### src/rtl/led_pulse_stretch_pkg.sv
// rtl/led_pulse_stretch_pkg.sv - shared types for the LED pulse stretcher
package led_pulse_stretch_pkg;

    typedef enum logic [1:0] {
        StIdle = 2'd0,
        StOn   = 2'd1,
        StGap  = 2'd2
    } led_stretch_state_e;

    function automatic int max_int(input int a, input int b);
        return (a > b) ? a : b;
    endfunction

endpackage

### src/rtl/sat_updown_counter.sv
// rtl/sat_updown_counter.sv - saturating up/down counter with registered drop pulse
module sat_updown_counter #(
    parameter int Max = 7,
    localparam int W = $clog2(Max + 1)
) (
    input  logic         clk,
    input  logic         rst,
    input  logic         inc,
    input  logic         dec,
    output logic [W-1:0] count,
    output logic         drop
);

    localparam logic [W-1:0] MaxC = W'(Max);

    always_ff @(posedge clk or posedge rst) begin
        if (rst) begin
            count <= '0;
            drop  <= 1'b0;
        end else begin
            drop <= 1'b0;
            // Simultaneous inc and dec cancel, so a full counter never drops then.
            if (inc && !dec) begin
                if (count == MaxC) begin
                    drop <= 1'b1;
                end else begin
                    count <= count + W'(1);
                end
            end else if (dec && !inc && count != '0) begin
                count <= count - W'(1);
            end
        end
    end

endmodule

### src/rtl/led_pulse_stretch.sv
// rtl/led_pulse_stretch.sv - event strobe to visible LED pulse; LED_PULSE_STRETCH_QUEUE_EN enables event queueing
module led_pulse_stretch
    import led_pulse_stretch_pkg::*;
#(
    parameter int OnCount    = 500,
    parameter int GapCount   = 500,
    parameter int MaxPending = 7,
    localparam int PendW     = $clog2(MaxPending + 1)
) (
    input  logic             clk_i,
    input  logic             rst_i,
    input  logic             evt_i,
    output logic             out_o,
    output logic             busy_o,
    output logic [PendW-1:0] pending_o,
    output logic             overflow_o
);

    localparam int CntW = $clog2(max_int(OnCount, GapCount) + 1);
    localparam logic [CntW-1:0] OnLast  = CntW'(OnCount - 1);
    localparam logic [CntW-1:0] GapLast = CntW'(GapCount - 1);

    led_stretch_state_e state_q, state_d;
    logic [CntW-1:0]    cnt_q, cnt_d;
    logic               terminal;
    logic               has_pending;
    logic               out_q, busy_q;

    always_ff @(posedge clk_i or posedge rst_i) begin
        if (rst_i) begin
            state_q <= StIdle;
            cnt_q   <= '0;
            out_q   <= 1'b0;
            busy_q  <= 1'b0;
        end else begin
            state_q <= state_d;
            cnt_q   <= cnt_d;
            out_q   <= (state_d == StOn);
            busy_q  <= (state_d != StIdle);
        end
    end

    always_comb begin
        state_d  = state_q;
        cnt_d    = cnt_q + CntW'(1);
        terminal = 1'b0;
        case (state_q)
            StIdle: begin
                cnt_d = '0;
                if (evt_i) begin
                    state_d = StOn;
                end
            end
            StOn: begin
                if (cnt_q == OnLast) begin
                    state_d = StGap;
                    cnt_d   = '0;
                end
            end
            StGap: begin
                if (cnt_q == GapLast) begin
                    terminal = 1'b1;
                    cnt_d    = '0;
                    state_d  = (has_pending || evt_i) ? StOn : StIdle;
                end
            end
            default: begin
                state_d = StIdle;
                cnt_d   = '0;
            end
        endcase
    end

    assign out_o  = out_q;
    assign busy_o = busy_q;

`ifdef LED_PULSE_STRETCH_QUEUE_EN
    logic inc, dec;

    assign has_pending = (pending_o != '0);
    // An event on the terminal gap cycle with an empty queue starts ON directly.
    assign inc = evt_i && (state_q != StIdle) && !(terminal && !has_pending);
    assign dec = terminal && has_pending;

    sat_updown_counter #(
        .Max(MaxPending)
    ) u_pending (
        .clk   (clk_i),
        .rst   (rst_i),
        .inc   (inc),
        .dec   (dec),
        .count (pending_o),
        .drop  (overflow_o)
    );
`else
    logic ovf_q;

    assign has_pending = 1'b0;
    assign pending_o   = '0;

    always_ff @(posedge clk_i or posedge rst_i) begin
        if (rst_i) begin
            ovf_q <= 1'b0;
        end else begin
            ovf_q <= evt_i && (state_q != StIdle) && !terminal;
        end
    end

    assign overflow_o = ovf_q;
`endif

endmodule
### config.mk
export PLATFORM = sky130hd
export DESIGN_NAME = led_pulse_stretch
export DESIGN_NICKNAME = d
export VERILOG_FILES = /design/src/rtl/led_pulse_stretch_pkg.sv /design/src/rtl/sat_updown_counter.sv /design/src/rtl/led_pulse_stretch.sv
export SDC_FILE = /design/constraint.sdc
export NUM_CORES = 1
export LEC_CHECK = 0
export ABC_AREA = 1
export BUFFER_PORTS_ARGS = -buffer_cell sky130_fd_sc_hd__buf_2
export CAP_MARGIN = 15
export CORE_ASPECT_RATIO = 1.75
export CORE_UTILIZATION = 30
export CTS_CLUSTER_DIAMETER = 120
export DETAILED_ROUTE_END_ITERATION = 10
export GPL_ROUTABILITY_DRIVEN = 0
export HOLD_SLACK_MARGIN = 0.03
export PLACE_DENSITY_LB_ADDON = 0.05
export SLEW_MARGIN = 30
export SYNTH_ARGS = -nofsm -noshare
export SYNTH_HDL_FRONTEND = slang
export SYNTH_SLANG_ARGS = --single-unit
### constraint.sdc
create_clock -name clk_i -period 3.69 [get_ports clk_i]
set_input_delay 0.369 -clock clk_i [delete_from_list [all_inputs] [get_ports clk_i]]
set_output_delay 0.369 -clock clk_i [all_outputs]
set_load 0.05 [all_outputs]
* Word level (Yosys, flattened, before mapping)
Index checks and enable logic that the tools add are counted.
Storage, ports and cells: output and inout bits 6, logic and storage cells 26, bits in registers 14
Cells by class: add/subtract/negate cells 1, equal/unequal tests 4, mux-type cells 9, reduce and logical (&&, ||, !) cells 7
Operator list (number):
- two-way mux 9 bit | 2
- adder 9 x 1 -> 9 bit (second input constant) | 1
- == test 9 bit (second input constant) | 1
- two-way mux 2 bit | 3
- one-hot mux 2 bit (3 select lines) | 1
- == test 2 x 1 -> 1 bit (second input constant) | 2
- nonzero test 2 bit | 2
- two-way mux 1 bit | 3
- == test 2 bit (second input constant) | 1
- logical AND 1 bit | 2
- logical NOT 2 bit | 1
- OR reduction 2 bit | 1
- logical NOT 1 bit | 1

* Logic depth before layout (Yosys ltp)
Gate-level depths: netlist of the first run.
depth in word-level cells 5, gate-level depth with buffers 10, mapped depth without buffers 10

* Worst setup path after synthesis of the first run
OpenSTA, ideal clock, no wires.
path type flip-flop to flip-flop, start register state_q[0], end register busy_q (netlist: busy_o), data arrival time 1.230 ns, library setup time 0.118 ns, data required time 3.572 ns, path slack 2.342 ns, cell stages (with the launch flop) 10, period minus slack after synthesis 1.348 ns, cells stage by stage dfrtp_1 -> inv_1 -> ha_1 -> or2_2 -> nand2_1 -> nand2_1 -> nand2_1 -> nand2_1 -> nand2_2 -> nand2_1
Between the ends: longest elaborated chain between the ends 3, elaborated cells on any way between the ends 8, classes of those cells 2 x eq/ne; 4 x mux; 2 x reduce/logical
RTL lines:
- from (decl) | line led_pulse_stretch.sv:23 | led_stretch_state_e state_q, state_d;
- from (signal assigned) | line led_pulse_stretch.sv:31 | state_q <= StIdle;
- from (signal assigned) | line led_pulse_stretch.sv:36 | state_q <= state_d;
- == test 2 bit, or another cell as far along | line led_pulse_stretch.sv:47 | case (state_q)
- one-hot mux 2 bit (3 select lines) * | line led_pulse_stretch.sv:47
- nonzero test 2 bit * | line led_pulse_stretch.sv:39 | busy_q <= (state_d != StIdle);
- to (signal assigned) | line led_pulse_stretch.sv:39
- to (decl) | line led_pulse_stretch.sv:27 | logic out_q, busy_q;
Every way passes the cells marked *; elsewhere a longest branch is shown, timed or not.

* Worst setup path in the final report of the first run
Ends and elaborated chain as after synthesis.

==> summary.txt, run 1 <==
Run status
  – Status: complete, no violations

Clock tree
  – Clk buf depth: 2
  – CTS clk-pin slew, worst paths: 0.06 ns
  – TritonCTS clock tree: built
  – Setup repair bufs after CTS: 0
  – Root buf cell: clkbuf_8
  – # hold bufs at CTS: 0
  – Num CTS Buffers: 3
  – Clock sinks: 14
  – H-Tree Depth: 1
  – Post-CTS Resized: 0
  – Worst skew pair latency: 0.24 ns

STA
  – Max Slew Vio Count: 0
  – Max Freq: 696 MHz
  – Layout Skew: 0.00104 ns
  – Hold slack: 0.157 ns
  – Worst-Margin Slew: 0.532 ns
  – Final setup fails: 0
  – RSZ-0062 raised after global routing: false
  – Crit share post-route: 0.389
  – TNS Setup: 0 ns
  – Slew headroom: 0.645
  – Post-layout worst setup margin: 2.25 ns
  – Final hold vios: 0
  – Final Critical Period: 1.44 ns

Layout
  – Ratio of cells with drive above 1 in the final layout: 0.253
  – Fill cells: 278
  – Area Growth Syn to Fin: 12.4%
  – FF+latch area: 350 um^2
  – Nets@finish: 108
  – Area of the multi-input gates: around 360 um^2
  – Finished Core Util: 0.354
  – Inserted Diodes: 0

Critical path
  – CP most frequent cell: nand2_1
  – CP arrival: 1.57 ns
  – CP top delay family: simple AND/OR/NAND/NOR gates
  – Crit-path slowest cell: dfrtp_1
  – Worst path bufs/invs: 1
  – CP Launch Type: register
  – CP endpoint kind: register
  – Critical path data required time: 3.82 ns
  – CP Class: reg -> reg
  – Cell Chain, Critical Path: inv_1 > ha_1 > or2_2 > nand2_1 > nand2_1 > nand2_1 > nand2_1 > nand2_2 > nand2_1
  – Crit path max fanout: 4
  – WP depth: 9
  – CP max stage delay: 0.40 ns
  – R2R cell count: 9

Synth
  – Synth Register Bits: 14
  – Number of distinct library cells after synthesis: 21
  – Seq/Total Area, Yosys: 0.447
  – Synth async-reset ratio: 1.00
  – Simple-gate share of the synthesized area: 0.322
  – Compound-Gate Fraction of Synth Area: 0.0351
  – Post-synth top area cell: dfrtp_1
  – Top cells by count, synth: nand2_1, dfrtp_1, inv_1, nor2_1
  – Syn Area/Cell: 8.62 um^2
  – Most common cell in the synthesized netlist: nand2_1
  – Largest family of logic cells by synthesized area: simple AND/OR/NAND/NOR gates
  – Synth Instances: 91
  – Syn. warnings: 0
  – Top cells by area in the synthesized netlist: dfrtp_1, nand2_1, ha_1
  – Post-synthesis mux area share: 0
  – EDFF count, synth: 0
  – Synth Cell Area: 785 um^2
  – Top FF cell, synth: dfrtp_1
  – Post-Synth Adder-Cell Area: 0.0797
  – Synth top area share: 0.447
  – XOR/XNOR Fraction of Synth Area: 0.0112

Drt
  – Top sig layer: met4
  – Vias/cell: between 4 and 5
  – Met2 wire length: 790 um
  – Wl on met1: 523 um
  – Antenna-violating nets left: 0
  – Drt wl/cell: 10.8 um
  – Met3 wire len: approximately 18 um
  – DRT Pass-1 Iters: 2
  – Vias after detailed routing: 540
  – Wirelength, routed: about 1400 um
  – Drt drc: 0
  – DR iter-0 viols: 4

Power
  – Pint: 341 uW
  – Leak pwr: 0.470 nW
  – Peak VDD IR: ~0.00030 V
  – Combinational Power Share: 0.367
  – Clock power share: 0.258
  – Switch Pwr: 225 uW
  – Sw frac: 0.398
  – Seq pwr share: 0.375
  – Cell Pwr Density: 642 nW/um^2

Global route
  – Tot GR Track Use: 0.118
  – Vias in the first global route: ~550
  – Largest net degree at the start of global routing: 15
  – Total grt overflow: 0
  – First-pass GRT wire length: approximately 2200 um
  – Initial antenna violation count: 0

Floorplanning
  – Initial Utilization: 0.315
  – # rows: 24
  – Core box area: 2490 um^2
  – Die height: between 60 and 70 um
  – IO Pins: 9
  – DIE WIDTH: 40.7 um
  – Total die area: 2830 um^2

Place
  – Port Buffers: 5
  – DP Worst Slack: about 2.2 ns
  – Dpl hpwl: 1120 um

Worst hold path
  – Min-delay worst type: in -> async

Flow run
  – Max_cap viols: 0
## state kept, by name (all words and copies together) (netlist names)
name        count
busy_o          1
cnt_q           9
out_o           1
overflow_o      1
state_q         2
## power by group through the flow
stage	sequential, mW	clock [mW]	combinational (mW)
4_1_cts	0.213	0.153	0.213
3_3_place_gp	0.214	0	0.215
2_1_floorplan	0.262	0	0.121
6_report	0.212	0.146	0.208
3_5_place_dp	0.216	0	0.213
5_1_grt	0.216	0.159	0.234
## final cells by class
type | count | share of cell area
Multi-Input combinational cell | 61 | 0.411
Timing Repair Buffer | 5 | 0.0284
Sequential cell | 14 | 0.397
Clock buffer | 4 | 0.0624
Tap cell | 26 | 0.0369
Inverter | 15 | 0.0638
## metrics by stage
step / power, mW / instances / instance area [um^2]
floorplan: 0.383 / 93 / 792
global placement: 0.429 / 121 / 827
detailed placement: 0.429 / 121 / 827
CTS: 0.579 / 125 / 882
global route: 0.610 / 125 / 882
finish: 0.566 / 125 / 882
## layout by cell type (no fill, tap or decap)
master	synthesis	layout
nor2_2	1	1
nand4_1	1	1
conb_1	1	3
inv_1	12	12
nand2_1	17	17
ha_1	5	5
or2_2	1	1
nor3_4	1	1
nand3_1	4	4
dfrtp_1	14	14
nor2_4	2	2
xor2_1	1	1
nand2_4	2	2
inv_2	3	3
nor2_1	8	8
clkbuf_8	0	4
o21a_1	1	1
nor3_1	4	4
nand2_2	5	5
buf_2	0	5
and3_2	1	1
a21oi_1	4	4
## worst register-to-register path, cell delays in order (launching register included)
cell     delay (ns)
dfrtp_1        0.40
inv_1          0.08
ha_1           0.22
or2_2          0.29
nand2_1        0.07
nand2_1        0.04
nand2_1        0.05
nand2_1        0.06
nand2_2        0.08
nand2_1        0.06
## routing by layer
layer  GRT usage  vias to the layer above
li1            -                      285
met1       0.116                      251
met2       0.206                        2
met3      0.0288                        2
met4      0.0556                        0
met5           0                        -
## final timing paths
check	from	to	slack [ns]
max in group asynchronous	rst_i	state_q[0]$_DFF_PP0_	3.18
worst min register to register	cnt_q[0]$_DFF_PP0_	cnt_q[0]$_DFF_PP0_	0.50
min in group clk_i	evt_i	overflow_o$_DFF_PP0_	0.37
worst min-delay path	rst_i	state_q[1]$_DFF_PP0_	0.16
worst max-delay path	state_q[0]$_DFF_PP0_	busy_o$_DFF_PP0_	2.25
worst max register to register	state_q[0]$_DFF_PP0_	busy_o$_DFF_PP0_	2.25
## kinds of logic after synthesis
kind of cell             Yosys count
AND/OR/NAND/NOR                   47
buffers and inverters             18
flip-flops                        14
AO/OA/AOI/OAI                      5
adder cells (fa/ha/maj)            5
XOR/XNOR                           1
other                              1
Power figures use the tool's default switching activity.
==> run 2: changes to the inputs <==
==> constraint.sdc (replaced) <==
create_clock -name clk_i -period 1.3 [get_ports clk_i]
set_input_delay 0.13 -clock clk_i [delete_from_list [all_inputs] [get_ports clk_i]]
set_output_delay 0.13 -clock clk_i [all_outputs]
set_load 0.05 [all_outputs]
==> run 2 against run 1 <==
The flow now finishes with violations (negative setup slack). Non-clock buffer count increased by 12. Fmax is 5.4% higher. Register-to-register slack got worse by 2.3 ns. Worst hold slack lost 0.018 ns. Sequential power rose to 2.8 times the previous value. Die area stayed put. Combinational power rose to 3.9 times the previous value. Via count grew 12%. Global-route usage rose by 1.5 points.
==> summary.txt, run 2 (synthesized netlist as in run 1, its figures left out) <==
Run status
  – Status: finished with violations
  – Failing checks: negative setup slack

Power
  – Cell Pwr Density: 1750 nW/um^2 (+170%)
  – Leak pwr: 0.519 nW (+10%)
  – Peak VDD IR: 0.000812 V (+170%)

STA
  – Final setup fails: 3 (+3)
  – Post-layout worst setup margin: -0.0621 ns (-2.32 ns)
  – Slew headroom: 0.618 (-0.0271)
  – Final hold vios: 0 (unchanged)
  – Hold slack: 0.139 ns (-0.0185 ns)
  – TNS Setup: -0.161 ns (-0.161 ns)
  – Final Critical Period: 1.36 ns (-0.0738 ns)
  – Crit share post-route: 1.05 (+0.659)
  – Worst-Margin Slew: 0.573 ns (+0.0406 ns)
  – Max Slew Vio Count: 0 (unchanged)
  – Layout Skew: 0.00328 ns (+0.00225 ns)
  – Max Freq: 734 MHz (+5.4%)
  – RSZ-0062 raised after global routing: true

Layout
  – Most flops, register: cnt_q
  – Ratio of cells with drive above 1 in the final layout: 0.436 (+0.184)
  – Max reg flops: 9 (unchanged)
  – Finished Core Util: 0.405 (+0.0507)
  – Area Growth Syn to Fin: 28.5%
  – Most frequent cells in the layout: dfrtp_1, nand2_2, nand2_1, buf_4, inv_1
  – Most common cell after layout, fill and taps aside: dfrtp_1
  – Inserted Diodes: 0 (unchanged)
  – Nets@finish: 120 (+11%)
  – Top Registers: cnt_q x9, state_q x2

Critical path
  – CP top delay family: simple AND/OR/NAND/NOR gates
  – Critical R2R Launch: state_q[0]$_DFF_PP0_
  – CP endpoint kind: register
  – CP Class: reg -> reg
  – CP most frequent cell: nand2_2
  – CP arrival: 1.50 ns (-0.07 ns)
  – Crit-path slowest cell: dfrtp_1
  – Slack of the worst reg-to-reg path: -0.06 ns (-2.32 ns)
  – CP max stage delay: 0.42 ns (+0.02 ns)
  – Crit path max fanout: 3 (-1)
  – Cell Chain, Critical Path: inv_2 > ha_4 > or2_4 > nand2_2 > nand2_2 > nand2_2 > nand2_2 > nand2_2 > nand2_1
  – Critical path data required time: 1.43 ns (-2.39 ns)
  – Worst path bufs/invs: 1 (unchanged)
  – R2R cell count: 9 (unchanged)
  – Critical R2R Capture: busy_o$_DFF_PP0_
  – CP Launch Type: register

Drt
  – Wl on met1: 602 um (+15%)
  – Drt wl/cell: 11.1 um (+2.7%)
  – DRT Pass-1 Iters: 4 (+2)
  – Met2 wire length: 833 um (+5.4%)
  – Met3 wire len: 31 um (+72%)
  – Drt drc: 0 (unchanged)
  – Top sig layer: met4
  – Vias after detailed routing: 603 (+12%)
  – Vias/cell: 4.43 (+2.6%)
  – Wirelength, routed: 1510 um (+12%)
  – Antenna-violating nets left: 0 (unchanged)
  – DR iter-0 viols: 5 (+1)

Global route
  – Largest net degree at the start of global routing: 15 (unchanged)
  – Total grt overflow: 0 (unchanged)
  – First-pass GRT wire length: 2480 um (+12%)
  – Tot GR Track Use: 0.133 (+0.0151)
  – Initial antenna violation count: 0 (unchanged)
  – Vias in the first global route: 583 (+5.8%)

Clock tree
  – CTS clk-pin slew, worst paths: 0.06 ns (about the same)
  – Clk buf depth: 2 (unchanged)
  – Num CTS Buffers: 3 (unchanged)
  – Worst skew pair latency: 0.25 ns (about the same)
  – Root buf cell: clkbuf_8
  – TritonCTS clock tree: built
  – H-Tree Depth: 1 (unchanged)
  – Clock sinks: 14 (unchanged)

Floorplanning
  – Core box area: 2490 um^2 (unchanged)
  – Initial Utilization: 0.315 (unchanged)
  – Die height: 69.7 um (unchanged)
  – DIE WIDTH: 40.7 um (unchanged)
  – Total die area: 2830 um^2 (unchanged)
  – # rows: 24 (unchanged)
  – IO Pins: 9 (unchanged)

Place
  – Dpl hpwl: 1170 um (+4.1%)
  – Port Buffers: 5 (unchanged)

Worst hold path
  – Min-delay worst type: in -> reg
  – Hold EP: overflow_o$_DFF_PP0_
  – WHS Path Cells: 3
  – Hold Startpoint: evt_i

Flow run
  – Max_cap viols: 0 (unchanged)
## run 2: metrics by stage
step | instances | worst slack (ns) | cell area, um^2 | total power, mW
after global routing | 136 | -0.126 | 1010 | 1.88
after CTS | 135 | -0.0183 | 971 | 1.72
after floorplan | 93 | 0.0235 | 797 | 1.10
after global placement | 131 | -0.0249 | 907 | 1.35
after detailed placement | 131 | -0.0360 | 907 | 1.34
final | 136 | -0.0621 | 1010 | 1.76
## run 2: layout make-up
cell class                      count  area, um^2
Tap cell                           26        32.5
Inverter                           15        56.3
Clock buffer                        3        41.3
Timing Repair Buffer               17         118
Multi-Input combinational cell     61         410
Fill cell                         254        1480
Sequential cell                    14         350
## run 2: layer usage
| metal | up-vias | track usage |
|---|---|---|
| met2 | 8 | 0.199 |
| met3 | 4 | 0.0288 |
| met1 | 280 | 0.152 |
| li1 | 311 | - |
| met4 | 0 | 0.100 |
| met5 | - | 0 |
## run 2: how the worst max path moves through the flow
stage	cells after the start	end	slack, ns	from
2_1_floorplan	9	busy_o$_DFF_PP0_	0.02	state_q[0]$_DFF_PP0_
3_3_place_gp	9	busy_o$_DFF_PP0_	-0.02	state_q[0]$_DFF_PP0_
3_5_place_dp	9	busy_o$_DFF_PP0_	-0.04	state_q[0]$_DFF_PP0_
4_1_cts	9	busy_o$_DFF_PP0_	-0.02	state_q[1]$_DFF_PP0_
5_1_grt	9	busy_o$_DFF_PP0_	-0.13	state_q[0]$_DFF_PP0_
6_report	9	busy_o$_DFF_PP0_	-0.06	state_q[0]$_DFF_PP0_
## run 2: power by group
group / internal [mW] / leakage [nW] / switching [mW]
Combinational: 0.314 / 0.314 / 0.500
Clock: 0.205 / 0.0216 / 0.151
Sequential: 0.534 / 0.184 / 0.0585
## run 2: timing repair
| item | CTS | global route |
|---|---|---|
| cloned | 0 | 0 |
| resized for setup | 4 | 10 |
| hold endpoints to repair | 14 | 0 |
| endpoints found under the setup margin | 5 | 8 |
| hold buffers | 1 | 0 |
| buffers inserted | 0 | 1 |
| pin swaps | 2 | 9 |
## run 2: tightest hold or removal path: cells and delay by family
kind                   cells  cell delay, ns
buffers and inverters      2            0.17
AND/OR/NAND/NOR            1            0.05
==> run 3: changes to the inputs <==
--- a/config.mk
+++ b/config.mk
@@ -7,15 +7,16 @@
 export LEC_CHECK = 0
 export ABC_AREA = 1
 export BUFFER_PORTS_ARGS = -buffer_cell sky130_fd_sc_hd__buf_2
-export CAP_MARGIN = 15
+export CAP_MARGIN = 20
 export CORE_ASPECT_RATIO = 1.75
 export CORE_UTILIZATION = 30
 export CTS_CLUSTER_DIAMETER = 120
 export DETAILED_ROUTE_END_ITERATION = 10
 export GPL_ROUTABILITY_DRIVEN = 0
-export HOLD_SLACK_MARGIN = 0.03
+export HOLD_SLACK_MARGIN = 0.15
 export PLACE_DENSITY_LB_ADDON = 0.05
 export SLEW_MARGIN = 30
 export SYNTH_ARGS = -nofsm -noshare
 export SYNTH_HDL_FRONTEND = slang
+export SYNTH_HIERARCHICAL = 1
 export SYNTH_SLANG_ARGS = --single-unit
==> run 3 against run 2 <==
Synthesized cell count unchanged. Via count up 0.66%. Critical path type unchanged. Largest cell class unchanged. Worst setup slack unchanged. The flow still finishes with violations (negative setup slack). Largest power group unchanged.
==> summary.txt, run 3 <==
Run status
  – Status: finished with violations
  – Failing checks: negative setup slack

Critical path
  – Critical path data required time: 1.43 ns (about the same)
  – CP Class: reg -> reg
  – Cell Chain, Critical Path: inv_2 > ha_4 > or2_4 > nand2_2 > nand2_2 > nand2_2 > nand2_2 > nand2_2 > nand2_1
  – Worst path bufs/invs: 1 (unchanged)
  – WP depth: 9 (unchanged)
  – Crit-path slowest cell: dfrtp_1
  – CP endpoint kind: register
  – CP most frequent cell: nand2_2
  – CP max stage delay: 0.42 ns (about the same)
  – Crit path max fanout: 3 (unchanged)
  – CP top delay family: simple AND/OR/NAND/NOR gates
  – CP Launch Type: register
  – R2R cell count: 9 (unchanged)
  – CP arrival: 1.50 ns (about the same)

Clock tree
  – Root buf cell: clkbuf_8
  – Clock sinks: 14 (unchanged)
  – TritonCTS clock tree: built
  – Num CTS Buffers: 3 (unchanged)
  – CTS clk-pin slew, worst paths: 0.06 ns (about the same)
  – H-Tree Depth: 1 (unchanged)
  – Clk buf depth: 2 (unchanged)
  – Worst skew pair latency: 0.25 ns (about the same)

Power
  – Peak VDD IR: 0.000812 V (about the same)
  – Leak pwr: 0.523 nW (+0.80%)
  – Cell Pwr Density: 1730 nW/um^2 (-0.86%)
  – Total power: 1.77 mW (+0.13%)

Global route
  – Tot GR Track Use: 0.132 (-0.000600)
  – Initial antenna violation count: 0 (unchanged)
  – First-pass GRT wire length: 2470 um (-0.56%)
  – Total grt overflow: 0 (unchanged)
  – Vias in the first global route: 577 (-1.0%)
  – Largest net degree at the start of global routing: 15 (unchanged)

Layout
  – Most flops, register: cnt_q
  – Layout Cells excl Fill: 137 (+0.74%)
  – Area Growth Syn to Fin: 29.8%
  – Most common cell after layout, fill and taps aside: dfrtp_1
  – Ratio of cells with drive above 1 in the final layout: 0.432 (-0.00393)
  – Fill cells: 253 (-0.39%)
  – FF+latch area: 350 um^2 (unchanged)
  – Top Registers: cnt_q x9, state_q x2
  – Max reg flops: 9 (unchanged)
  – Nets@finish: 121 (+0.83%)
  – Most frequent cells in the layout: dfrtp_1, nand2_2, nand2_1, buf_4, inv_1
  – Inserted Diodes: 0 (unchanged)
  – Area of the multi-input gates: 410 um^2 (unchanged)

Synth
  – Number of distinct library cells after synthesis: 21 (unchanged)
  – Top FF cell, synth: dfrtp_1
  – Top cells by count, synth: nand2_1, dfrtp_1, inv_1, nor2_1
  – Post-synth top area cell: dfrtp_1
  – Synth Instances: 91 (unchanged)
  – Synth Register Bits: 14 (unchanged)
  – Synth async-reset ratio: 1.00 (unchanged)
  – Synth top area share: 0.447 (unchanged)
  – Synth Cell Area: 785 um^2 (unchanged)
  – EDFF count, synth: 0 (unchanged)
  – Most common cell in the synthesized netlist: nand2_1
  – Seq/Total Area, Yosys: 0.447 (unchanged)
  – Syn. warnings: 6 (+6)
  – Syn Area/Cell: 8.62 um^2 (unchanged)
  – Top cells by area in the synthesized netlist: dfrtp_1, nand2_1, ha_1

Drt
  – Vias/cell: 4.43 (about the same)
  – DRT Pass-1 Iters: 4 (unchanged)
  – Drt drc: 0 (unchanged)
  – Wirelength, routed: 1510 um (-0.13%)
  – Vias after detailed routing: 607 (+0.66%)
  – DR iter-0 viols: 5 (unchanged)
  – Drt wl/cell: 11.0 um (-0.86%)
  – Antenna-violating nets left: 0 (unchanged)

Floorplanning
  – Core box area: 2490 um^2 (unchanged)
  – Total die area: 2830 um^2 (unchanged)
  – Initial Utilization: 0.315 (unchanged)
  – IO Pins: 9 (unchanged)
  – # rows: 24 (unchanged)
  – Die height: 69.7 um (unchanged)
  – DIE WIDTH: 40.7 um (unchanged)

STA
  – Crit share post-route: 1.05 (unchanged)
  – Max Freq: 734 MHz (unchanged)
  – Final Critical Period: 1.36 ns (unchanged)
  – Hold slack: 0.491 ns (+0.352 ns)
  – Worst-Margin Slew: 0.573 ns (+0.00000459 ns)
  – Max Slew Vio Count: 0 (unchanged)
  – Final setup fails: 3 (unchanged)
  – Final hold vios: 0 (unchanged)
  – Layout Skew: 0.00328 ns (unchanged)
  – TNS Setup: -0.161 ns (unchanged)
  – Slew headroom: 0.618 (about the same)
  – RSZ-0062 raised after global routing: true
  – Post-layout worst setup margin: -0.0621 ns (unchanged)

Place
  – Dpl hpwl: 1170 um (unchanged)
  – Port Buffers: 5 (unchanged)
  – Placed Cells: 131 (unchanged)

Flow run
  – Max_cap viols: 0 (unchanged)

Worst hold path
  – Min-delay worst type: in -> async
==> run 3: changes by cell type in the layout (fill, tap and decap cells not counted) <==
cell / before / now
dlygate4sd3_1: 1 / 2
==> run 3: timing repair <==
item / 4_1_cts / 5_1_grt
endpoints found under the setup margin: 5 / 8
gates resized for setup: 4 / 10
pin swaps: 2 / 9
endpoints found under the hold margin: 15 / 0
hold buffers: 2 / 0
setup buffers: 0 / 1
==> run 3: tightest hold or removal path, delay by kind of cell <==
kind     cells  cell delay, ns
buf+inv      3            1.07
==> run 3: worst paths after layout <==
path                                      start              endpoint  slack, ns
max                        state_q[0]$_DFF_PP0_      busy_o$_DFF_PP0_      -0.06
min                                       rst_i  overflow_o$_DFF_PP0_       0.49
max reg2reg                state_q[0]$_DFF_PP0_      busy_o$_DFF_PP0_      -0.06
min reg2reg                  cnt_q[0]$_DFF_PP0_    cnt_q[0]$_DFF_PP0_       0.54
max in group asynchronous                 rst_i    cnt_q[5]$_DFF_PP0_       0.43
min in group clk_i           cnt_q[0]$_DFF_PP0_    cnt_q[0]$_DFF_PP0_       0.54
==> run 3: cells by family after synthesis <==
family,after synthesis,share of synthesized area
buf+inv,18,0.100
other cells,1,0.00478
compound gates,5,0.0351
xor+xnor,1,0.0112
flops,14,0.447
simple gates,47,0.322
fa+ha+maj,5,0.0797
==> run 3: metrics by stage <==
stage          cell area [um^2]  utilization  worst slack, ns
2_1_floorplan               797            -           0.0235
4_1_cts                     981        0.394          -0.0183
6_report                   1020        0.409          -0.0621
5_1_grt                    1020        0.409           -0.126
3_3_place_gp                907        0.364          -0.0249
3_5_place_dp                907        0.364          -0.0360
==> run 3: power by group <==
part	internal [mW]	switching, mW
sequential	0.534	0.0585
clock	0.205	0.151
combinational	0.316	0.501
total	1.06	0.711
==> run 3: routing by layer <==
| metal | up-vias | wire, um | track usage |
|---|---|---|---|
| met1 | 282 | 603 | 0.152 |
| met5 | - | 0 | 0 |
| li1 | 313 | - | - |
| met3 | 4 | 29 | 0.0288 |
| met4 | 0 | 43 | 0.100 |
| met2 | 8 | 832 | 0.198 |
==> run 3: cell type report <==
class                   count  share of cell area
clock buffers               3              0.0405
inverters                  15              0.0553
multi-input cells          61               0.403
flip-flops and latches     14               0.344
repair buffers             18               0.125
well taps                  26              0.0319
